===== config.mk =====
export PLATFORM = sky130hd
export DESIGN_NAME = rx_command_parser
export DESIGN_NICKNAME = d
export VERILOG_FILES = /design/src/rtl/vs_cmd_pkg.sv /design/src/rtl/rx_byte_strobe.sv /design/src/rtl/rx_command_parser.sv
export SDC_FILE = /design/constraint.sdc
export NUM_CORES = 1
export LEC_CHECK = 0
export CORE_ASPECT_RATIO = 1.4
export CORE_UTILIZATION = 55
export CTS_CLUSTER_SIZE = 40
export DETAILED_ROUTE_END_ITERATION = 8
export PLACE_DENSITY_LB_ADDON = 0.08
export RECOVER_POWER = 100
export REMOVE_ABC_BUFFERS = 1
export SKIP_LAST_GASP = 1
export SLEW_MARGIN = 20
export SYNTH_ARGS = -nofsm -noshare
export SYNTH_HDL_FRONTEND = slang
export SYNTH_HIERARCHICAL = 1
export SYNTH_SLANG_ARGS = --single-unit

===== constraint.sdc =====
create_clock -name clock -period 3.8 [get_ports clock]
set_clock_uncertainty 0.05 [all_clocks]
set_input_delay 0.57 -clock clock [delete_from_list [all_inputs] [get_ports clock]]
set_output_delay 0.57 -clock clock [all_outputs]
set_load 0.02 [all_outputs]

===== src/rtl/vs_cmd_pkg.sv =====
// Shared constants and parser state type for the UART command path.
package vs_cmd_pkg;

    localparam logic [7:0] SYNC_BYTE = 8'hA5;

    localparam logic [1:0] OP_REVEAL = 2'd1;
    localparam logic [1:0] OP_FLAG   = 2'd2;
    localparam logic [1:0] OP_NEW    = 2'd3;

    localparam logic [2:0] ERR_NONE    = 3'd0;
    localparam logic [2:0] ERR_OP      = 3'd1;
    localparam logic [2:0] ERR_RANGE   = 3'd2;
    localparam logic [2:0] ERR_CSUM    = 3'd3;
    localparam logic [2:0] ERR_TIMEOUT = 3'd4;
    localparam logic [2:0] ERR_OVF     = 3'd5;

    typedef enum logic [2:0] {
        ST_SYNC,
        ST_OP,
        ST_ROW,
        ST_COL,
        ST_CSUM
    } parser_state_t;

endpackage


===== src/rtl/rx_byte_strobe.sv =====
// Turns the receiver's done level into a one-cycle byte strobe plus a held copy of the byte.
module rx_byte_strobe (
    input  logic       clock,
    input  logic       reset,
    input  logic [7:0] rxdata,
    input  logic       rxfinish,
    output logic       byte_stb,
    output logic [7:0] byte_q
);

    logic       r_fin_q;
    logic       r_stb;
    logic [7:0] r_byte;
    logic       w_rise;

    assign w_rise = rxfinish & ~r_fin_q;

    // r_fin_q comes out of reset high so a receiver already idling high is not seen as a rise.
    always_ff @(posedge clock or negedge reset) begin
        if (!reset) begin
            r_fin_q <= 1'b1;
            r_stb   <= 1'b0;
            r_byte  <= 8'h00;
        end else begin
            r_fin_q <= rxfinish;
            r_stb   <= w_rise;
            if (w_rise) begin
                r_byte <= rxdata;
            end
        end
    end

    assign byte_stb = r_stb;
    assign byte_q   = r_byte;

endmodule


===== src/rtl/rx_command_parser.sv =====
// Frames receiver bytes into validated game commands with a depth-1 valid/ready output.
// Define RX_CMD_CHECKSUM_EN for 5-byte packets carrying an XOR checksum.
module rx_command_parser
    import vs_cmd_pkg::*;
#(
    parameter int ROWS    = 16,
    parameter int COLS    = 16,
    parameter int TIMEOUT = 100000
) (
    input  logic       clock,
    input  logic       reset,
    input  logic [7:0] rxdata,
    input  logic       rxfinish,
    output logic       cmd_valid,
    input  logic       cmd_ready,
    output logic [1:0] cmd_op,
    output logic [7:0] cmd_row,
    output logic [7:0] cmd_col,
    output logic       err,
    output logic [2:0] err_code
);

    localparam int             TW         = $clog2(TIMEOUT) + 1;
    localparam logic [TW-1:0]  TMO_RELOAD = TW'(TIMEOUT - 1);
    localparam logic [8:0]     ROW_LIM    = 9'(ROWS);
    localparam logic [8:0]     COL_LIM    = 9'(COLS);

    logic          w_byte_stb;
    logic [7:0]    w_byte_q;

    parser_state_t r_state;
    parser_state_t w_state_next;
    logic [7:0]    r_op;
    logic [7:0]    r_row;
    logic [TW-1:0] r_tmo;

    logic          w_pkt_done;
    logic          w_load;
    logic [2:0]    w_err_next;
    logic [7:0]    w_fin_col;
    logic          w_csum_ok;
    logic          w_op_bad;
    logic          w_range_bad;

    logic          r_cmd_valid;
    logic [1:0]    r_cmd_op;
    logic [7:0]    r_cmd_row;
    logic [7:0]    r_cmd_col;
    logic          r_err;
    logic [2:0]    r_err_code;

    rx_byte_strobe u_byte_strobe (
        .clock    (clock),
        .reset    (reset),
        .rxdata   (rxdata),
        .rxfinish (rxfinish),
        .byte_stb (w_byte_stb),
        .byte_q   (w_byte_q)
    );

`ifdef RX_CMD_CHECKSUM_EN
    logic [7:0] r_col;

    always_ff @(posedge clock or negedge reset) begin
        if (!reset) begin
            r_col <= 8'h00;
        end else if (w_byte_stb && r_state == ST_COL) begin
            r_col <= w_byte_q;
        end
    end

    assign w_fin_col = r_col;
    assign w_csum_ok = ((r_op ^ r_row ^ r_col) == w_byte_q);
`else
    assign w_fin_col = w_byte_q;
    assign w_csum_ok = 1'b1;
`endif

    // Opcode byte values outside 1..3 cannot be carried on the 2-bit command and are rejected.
    assign w_op_bad    = (r_op == 8'h00) || (r_op > 8'h03);
    assign w_range_bad = ({1'b0, r_row} >= ROW_LIM) || ({1'b0, w_fin_col} >= COL_LIM);

    always_ff @(posedge clock or negedge reset) begin
        if (!reset) begin
            r_state <= ST_SYNC;
            r_op    <= 8'h00;
            r_row   <= 8'h00;
            r_tmo   <= TMO_RELOAD;
        end else begin
            r_state <= w_state_next;
            if (w_byte_stb && r_state == ST_OP) begin
                r_op <= w_byte_q;
            end
            if (w_byte_stb && r_state == ST_ROW) begin
                r_row <= w_byte_q;
            end
            if (w_byte_stb) begin
                r_tmo <= TMO_RELOAD;
            end else if (r_state != ST_SYNC && r_tmo != '0) begin
                r_tmo <= r_tmo - 1'b1;
            end
        end
    end

    always_comb begin
        w_state_next = r_state;
        w_pkt_done   = 1'b0;
        w_load       = 1'b0;
        w_err_next   = ERR_NONE;

        case (r_state)
            ST_SYNC: if (w_byte_stb && w_byte_q == SYNC_BYTE) w_state_next = ST_OP;
            ST_OP:   if (w_byte_stb) w_state_next = ST_ROW;
            ST_ROW:  if (w_byte_stb) w_state_next = ST_COL;
            ST_COL: begin
                if (w_byte_stb) begin
`ifdef RX_CMD_CHECKSUM_EN
                    w_state_next = ST_CSUM;
`else
                    w_state_next = ST_SYNC;
                    w_pkt_done   = 1'b1;
`endif
                end
            end
            ST_CSUM: begin
`ifdef RX_CMD_CHECKSUM_EN
                if (w_byte_stb) begin
                    w_state_next = ST_SYNC;
                    w_pkt_done   = 1'b1;
                end
`else
                w_state_next = ST_SYNC;
`endif
            end
            default: w_state_next = ST_SYNC;
        endcase

        // An accepted byte reloads the counter, so expiry only fires on an idle cycle.
        if (r_state != ST_SYNC && !w_byte_stb && r_tmo == '0) begin
            w_state_next = ST_SYNC;
            w_err_next   = ERR_TIMEOUT;
        end

        if (w_pkt_done) begin
            if (w_op_bad) begin
                w_err_next = ERR_OP;
            end else if (r_op[1:0] != OP_NEW && w_range_bad) begin
                w_err_next = ERR_RANGE;
            end else if (!w_csum_ok) begin
                w_err_next = ERR_CSUM;
            end else if (r_cmd_valid && !cmd_ready) begin
                w_err_next = ERR_OVF;
            end else begin
                w_load = 1'b1;
            end
        end
    end

    always_ff @(posedge clock or negedge reset) begin
        if (!reset) begin
            r_cmd_valid <= 1'b0;
            r_cmd_op    <= 2'd0;
            r_cmd_row   <= 8'h00;
            r_cmd_col   <= 8'h00;
            r_err       <= 1'b0;
            r_err_code  <= ERR_NONE;
        end else begin
            if (w_load) begin
                r_cmd_valid <= 1'b1;
                r_cmd_op    <= r_op[1:0];
                r_cmd_row   <= (r_op[1:0] == OP_NEW) ? 8'h00 : r_row;
                r_cmd_col   <= (r_op[1:0] == OP_NEW) ? 8'h00 : w_fin_col;
            end else if (cmd_ready) begin
                r_cmd_valid <= 1'b0;
            end
            r_err      <= (w_err_next != ERR_NONE);
            r_err_code <= w_err_next;
        end
    end

    assign cmd_valid = r_cmd_valid;
    assign cmd_op    = r_cmd_op;
    assign cmd_row   = r_cmd_row;
    assign cmd_col   = r_cmd_col;
    assign err       = r_err;
    assign err_code  = r_err_code;

endmodule


==> run_results.csv, run 1 <==
group,metric,value,unit
timing,timing_hold_violations_final,0,
timing,slew_headroom,-0.348,
run_status,run_status,"finished, violations left",
drt,drt-initial-drc-count,116,
grt,via_count_of_the_first_global_routing_pass,2028,
critical_path,critical_path_buf_inv_count,1,
logic_synthesis,top_post_synthesis_cells_by_area,"sky130_fd_sc_hd__dfrtp_1 47%, sky130_fd_sc_hd__dfstp_2 9.3%, sky130_fd_sc_hd__mux2_2 6.2%",
logic_synthesis,synthesized_flop_and_latch_total,69,
clock_network,cts.repair_timing.setup_buffer_count,0,
logic_synthesis,post_synth_num_cell_types,48,
critical_path,worst-path-max-fanout,18,
power,vdd.ir_drop.worst,0.421,mV
logic_synthesis,post_synth.cell_area_avg,12.0,sq um
clock_network,clock_path_buffers,2,
floorplanning,placement_rows,32,
grt,grt_max_degree,40,
place,place.port_buffers,34,
clock_network,tritoncts_clock_tree,"built",
clock_network,worst_setup_hold_path_clk_slew,0.07,ns
logic_synthesis,synth_top_area_frac,0.469,
clock_network,numClockSinks,69,
drt,number_of_nets_with_antenna_violations_after_routing,0,
clock_network,htreeDepth,3,
finish,final_layout_size_suffix_gt1_frac,0.180,
timing,timing.setup.tns,0,ns
timing,period_share,0.728,
timing,setup-violations-final,0,
logic_synthesis,post_synth_inst_count,257,
critical_path,cp-end-kind,"flop",
logic_synthesis,yosysWarnings,6,
timing,highest_clock_rate,0.362,GHz
logic_synthesis,synth_edf_count,0,
critical_path,cell_mode_on_critical_path,"sky130_fd_sc_hd__o21ai_0",
place,gpl.final_weighted_congestion,0.752,
clock_network,cts_root_buf,"sky130_fd_sc_hd__clkbuf_8",
power,total_leakage_power,1.57,nW
drt,wl_met2,2.98,mm
critical_path,critPathLaunchType,"flop",
timing,period_minus_slack,2.77,ns
power,power-per-cell-area,573,nW/um^2
logic_synthesis,syn_area,3100,sq um
drt,drc,0,
critical_path,crit_path_top_delay_cell,"sky130_fd_sc_hd__nor4b_2",
finish,antennaDiodeCount,0,
place,place.detailed.instances,352,
floorplanning,core_area,5490,sq um
grt,grt_first_pass_wirelength,9.65,mm
logic_synthesis,seq_area_frac_synth,0.562,
drt,finalWirelength,5.80,mm
critical_path,path_cells,"or4_1 > o21ai_0 > nor4b_2 > buf_4 > nand3_1 > o21ai_0",
critical_path,worst-setup-path-type,"reg -> reg",
drt,vias,2053,
grt,grt_antenna_before_repair,0,
timing,final_count_of_pins_violating_max_slew,40,
clock_network,clk_latency,0.34,ns
drt,routed.top_layer,"met4",
finish,design.final.nets,312,
grt,overflow,0,
timing,worst_max_slew_pin_slew,2.02,ns
drt,routed_via_density,5.58,
run,maxCapViolCount,1,
place,pre_cts_slack,1.42,ns
floorplanning,ioPinCount,35,
timing,final_critical_path_setup_slack,1.03,ns
floorplanning,floorplan.initialDensity,0.565,
critical_path,arrival_worst_endpoint,2.97,ns
critical_path,critical-path-top-delay-family,"simple AND/OR/NAND/NOR gates",
logic_synthesis,asyncSetResetFlopFracSynth,1.00,
logic_synthesis,most_area_hungry_cell_type_in_the_yosys_netlist,"sky130_fd_sc_hd__dfrtp_1",
drt,routed_wirelength_normalized_by_instance_count,15.8,um
run_status,failed_checks,"max-capacitance violations, max-slew violations",
critical_path,crit_path_max_incr_delay,0.77,ns
drt,drt_pass1_iterations,4,
clock_network,cts_buffers,9,
floorplanning,fp.dieArea,5940,sq um
finish,fillCellCount,433,
critical_path,critical_path_required,4.01,ns
clock_network,postCtsResizedCells,0,
clock_network,cts.hold.buffers_added,0,
place,dp.final_hpwl,3.97,mm
timing,grt_setup_unrepaired,"false",
grt,track_usage,0.218,
floorplanning,die-height,90.8,um
drt,route.layer.met1.wl,2.49,mm
worst_hold_path,holdCritPathClass,"reg -> reg",
logic_synthesis,dominantRegCellSynth,"sky130_fd_sc_hd__dfrtp_1",
finish,number_of_cells_in_the_finished_layout_apart_from_fillers,368,
floorplanning,die_x,65.4,um
drt,met3RoutedLength,172,um
finish,area_delta_synth_final,16.8,%
-- power breakdown --
part | total, mW | switching [mW] | internal, mW | leakage, nW
logic | 0.418 | 0.214 | 0.204 | 0.633
clock network | 0.664 | 0.275 | 0.389 | 0.106
registers | 0.992 | 0.104 | 0.888 | 0.831
-- area by class of cell --
type	instances	area, sq um	share of cell area
multi-input cells	166	1170	0.324
clock inverters	5	83.8	0.0232
clock buffers	11	141	0.0391
flip-flops and latches	69	1740	0.481
well taps	68	85.1	0.0235
inverters	13	48.8	0.0135
repair buffers	36	347	0.0958
-- worst register-to-register path: stages (launching register included) --
cell and delay, ns:
sky130_fd_sc_hd__dfrtp_1 0.43, sky130_fd_sc_hd__or4_1 0.51, sky130_fd_sc_hd__o21ai_0 0.40, sky130_fd_sc_hd__nor4b_2 0.77, sky130_fd_sc_hd__buf_4 0.35, sky130_fd_sc_hd__nand3_1 0.10, sky130_fd_sc_hd__o21ai_0 0.09
-- flip-flops by register name, indices dropped and copies added, names as in the netlist --
register,cells
r_tmo,18
cmd_col,8
err_code,3
cmd_row,8
u_byte_strobe/r_fin_q,1
u_byte_strobe/byte_stb,1
cmd_valid,1
cmd_op,2
r_state,2
r_op,8
r_row,8
u_byte_strobe/byte_q,8
err,1
-- final timing paths --
| path | endpoint | slack [ns] | from | cells after the start |
|---|---|---|---|---|
| worst max-delay path | cmd_row[1] | 1.03 | u_byte_strobe/byte_q[6] | 6 |
| worst min-delay path | cmd_op[0] | 0.44 | cmd_op[0] | 1 |
| worst max register to register | cmd_row[1] | 1.03 | u_byte_strobe/byte_q[6] | 6 |
| worst min register to register | cmd_op[0] | 0.44 | cmd_op[0] | 1 |
| max in group asynchronous | u_byte_strobe/byte_q[6] | 1.31 | reset | 2 |
| min in group asynchronous | r_tmo[13] | 0.74 | reset | 1 |
-- cell usage after synthesis, types with 6 or more instances --
| library cell | count |
|---|---|
| sky130_fd_sc_hd__inv_1 | 13 |
| sky130_fd_sc_hd__nand2b_1 | 7 |
| sky130_fd_sc_hd__nor3_1 | 8 |
| sky130_fd_sc_hd__dfrtp_1 | 58 |
| sky130_fd_sc_hd__mux2_4 | 8 |
| sky130_fd_sc_hd__dfstp_2 | 11 |
| sky130_fd_sc_hd__xor2_1 | 10 |
| sky130_fd_sc_hd__mux2_2 | 17 |
| sky130_fd_sc_hd__nor2b_1 | 10 |
| sky130_fd_sc_hd__nand2_1 | 8 |
| sky130_fd_sc_hd__or4_1 | 6 |
| sky130_fd_sc_hd__nand3_1 | 13 |
| sky130_fd_sc_hd__nor2_1 | 16 |
| sky130_fd_sc_hd__o21ai_1 | 10 |
-- routing by layer --
layer | global-route usage | vias to the layer above
met5 | 0 | -
met1 | 0.269 | 1030
met2 | 0.345 | 37
met3 | 0.0644 | 14
met4 | 0.0978 | 0
li1 | - | 972
-- logic make-up (layout without fill, tap and decap cells) --
kind of cell / count (synthesis) / in the layout / synth area share
and+or+nand+nor: 89 / 89 / 0.172
DFF: 69 / 69 / 0.562
AOI/OAI and AO/OA: 34 / 34 / 0.0703
muxes: 27 / 27 / 0.107
buffers and inverters: 22 / 65 / 0.0368
xor gates and xnor gates: 11 / 11 / 0.0311
adders and majority gates: 5 / 5 / 0.0202
-- layout by cell type (no fill, tap or decap), types with 10 or more instances in the layout --
master / Yosys / routed
sky130_fd_sc_hd__dlygate4sd3_1: 0 / 24
sky130_fd_sc_hd__xor2_1: 10 / 10
sky130_fd_sc_hd__nor2_1: 16 / 16
sky130_fd_sc_hd__mux2_2: 17 / 24
sky130_fd_sc_hd__dfrtp_1: 58 / 58
sky130_fd_sc_hd__inv_1: 13 / 13
sky130_fd_sc_hd__o21ai_0: 5 / 14
sky130_fd_sc_hd__nand3_1: 13 / 13
sky130_fd_sc_hd__clkbuf_8: 0 / 10
sky130_fd_sc_hd__nor2b_1: 10 / 11
sky130_fd_sc_hd__dfstp_2: 11 / 10
-- metrics by stage --
stage	power [mW]	hold slack [ns]	utilization	area [sq um]
finish	2.07	0.435	0.660	3620
global route	2.19	0.466	0.660	3620
CTS	2.12	0.301	0.673	3690
detailed placement	1.45	0.428	0.632	3470
global placement	1.44	0.417	0.632	3470
floorplan	1.31	0.224	-	3030
Note: power is estimated with default switching activity, not from simulation.
==> run 2: changes to the inputs <==
--- a/config.mk
+++ b/config.mk
@@ -6,7 +6,7 @@
 export NUM_CORES = 1
 export LEC_CHECK = 0
 export CORE_ASPECT_RATIO = 1.4
-export CORE_UTILIZATION = 55
+export CORE_UTILIZATION = 50
 export CTS_CLUSTER_SIZE = 40
 export DETAILED_ROUTE_END_ITERATION = 8
 export PLACE_DENSITY_LB_ADDON = 0.08
==> constraint.sdc (replaced) <==
create_clock -name clock -period 2.5 [get_ports clock]
set_clock_uncertainty 0.05 [all_clocks]
set_input_delay 0.375 -clock clock [delete_from_list [all_inputs] [get_ports clock]]
set_output_delay 0.375 -clock clock [all_outputs]
set_load 0.02 [all_outputs]
==> run_results.csv, run 2 (synthesized netlist as in run 1, its figures left out) <==
group,metric,value,unit
critical_path,cp-end-kind,"flop",
drt,number_of_nets_with_antenna_violations_after_routing,0,
finish,final_layout_size_suffix_gt1_frac,0.211,
timing,period_share,0.936,
place,dp.final_hpwl,3.99,mm
grt,overflow,0,
finish,sequential_cell_area,1740,sq um
clock_network,clock_path_buffers,2,
run,maxCapViolCount,0,
clock_network,postCtsResizedCells,0,
critical_path,critical-path-top-delay-family,"simple AND/OR/NAND/NOR gates",
finish,fillCellCount,497,
timing,slew_headroom,0.0403,
floorplanning,core_area,5900,sq um
timing,timing_hold_violations_final,0,
timing,timing.setup.tns,0,ns
critical_path,critPathLaunchType,"flop",
clock_network,cts_root_buf,"sky130_fd_sc_hd__clkbuf_8",
critical_path,arrival_worst_endpoint,2.52,ns
power,power-per-cell-area,885,nW/um^2
grt,grt_first_pass_wirelength,9.50,mm
grt,via_count_of_the_first_global_routing_pass,2015,
floorplanning,floorplan.initialDensity,0.524,
clock_network,htreeDepth,3,
finish,multi_input_comb_area,1200,sq um
power,total_leakage_power,1.62,nW
grt,grt_util_met2,0.333,
finish,layout.cells.most_common_list,"58 x sky130_fd_sc_hd__dfrtp_1, 25 x sky130_fd_sc_hd__mux2_2, 25 x sky130_fd_sc_hd__dlygate4sd3_1",
critical_path,critical_path_buf_inv_count,1,
floorplanning,ioPinCount,35,
floorplanning,placement_rows,33,
timing,period_minus_slack,2.34,ns
drt,drt-initial-drc-count,106,
timing,setup-violations-final,0,
timing,worst_max_slew_pin_slew,1.44,ns
grt,grt_max_degree,45,
place,pre_cts_slack,0.184,ns
grt,track_usage,0.205,
critical_path,crit_path_max_incr_delay,0.48,ns
drt,routed_wirelength_normalized_by_instance_count,15.7,um
critical_path,critical_path_required,2.68,ns
finish,area_delta_synth_final,20.8,%
critical_path,worst-path-max-fanout,9,
grt,grt_util_met3,0.0646,
power,vdd.ir_drop.worst,0.556,mV
finish,commonest_non_fill_non_tap_cell_in_the_layout,"sky130_fd_sc_hd__dfrtp_1",
floorplanning,die-height,95.1,um
finish,largest_register_ffs,18,
drt,drc,0,
place,gpl.final_weighted_congestion,0.814,
clock_network,worst_setup_hold_path_clk_slew,0.08,ns
finish,antennaDiodeCount,0,
critical_path,worst-setup-path-type,"reg -> reg",
grt,gr-max-usage-layer,"met2",
clock_network,cts_buffers,9,
place,place.port_buffers,34,
run_status,run_status,"finished clean",
drt,finalWirelength,5.87,mm
finish,design.final.nets,316,
critical_path,path_cells,"inv_1 > ha_1 > or4b_4 > or2_1 > or4_4 > a21oi_2 > o21ai_1",
worst_hold_path,holdCritPathClass,"reg -> reg",
finish,max_flop_register,"r_tmo",
drt,vias,2073,
timing,final_critical_path_setup_slack,0.159,ns
grt,grt_util_met1,0.245,
grt,grt_antenna_before_repair,0,
clock_network,cts.hold.buffers_added,1,
timing,grt_setup_unrepaired,"false",
clock_network,clk_latency,0.34,ns
clock_network,tritoncts_clock_tree,"built",
drt,routed_via_density,5.54,
drt,drt_pass1_iterations,4,
floorplanning,die_x,68.5,um
clock_network,numClockSinks,69,
timing,highest_clock_rate,0.427,GHz
timing,final_count_of_pins_violating_max_slew,0,
critical_path,crit_path_top_delay_cell,"sky130_fd_sc_hd__or4b_4",
clock_network,cts.repair_timing.setup_buffer_count,0,
floorplanning,fp.dieArea,6520,sq um
-- run 2: cell type report --
cell class	count	share of cell area
Clock buffer	11	0.0405
Clock inverter	5	0.0284
Inverter	13	0.0130
Multi-Input combinational cell	166	0.322
Sequential cell	69	0.465
Tap cell	70	0.0234
Timing Repair Buffer	40	0.108
-- run 2: power breakdown --
part,leakage [nW],switching [mW],internal (mW)
clock,0.126,0.427,0.719
combinational,0.665,0.344,0.324
sequential,0.831,0.151,1.35
-- run 2: stage by stage --
stage,hold slack (ns),power [mW],util,cell area [sq um],cells
finish,0.441,3.31,0.634,3740,374
global route,0.467,3.50,0.634,3740,374
CTS,0.405,3.37,0.641,3780,374
detailed placement,0.368,2.22,0.596,3520,357
global placement,0.367,2.19,0.596,3520,357
floorplan,0.0294,1.99,-,3030,248
-- run 2: path summary, 6_finish.rpt --
check                                from                     to  slack, ns  cells after the start
worst max-delay path             r_tmo[0]             r_state[1]       0.16                      7
worst min-delay path            cmd_op[0]              cmd_op[0]       0.44                      1
worst max register to register   r_tmo[0]             r_state[1]       0.16                      7
worst min register to register  cmd_op[0]              cmd_op[0]       0.44                      1
max in group asynchronous           reset  u_byte_strobe/r_fin_q       0.61                      3
min in group asynchronous           reset              r_tmo[13]       0.85                      2
-- run 2: metal layers --
layer  vias to the layer above  share of wire
met5                         -              0
met1                      1042           0.43
met3                         6          0.031
met2                        36           0.52
li1                        989              -
met4                         0          0.018
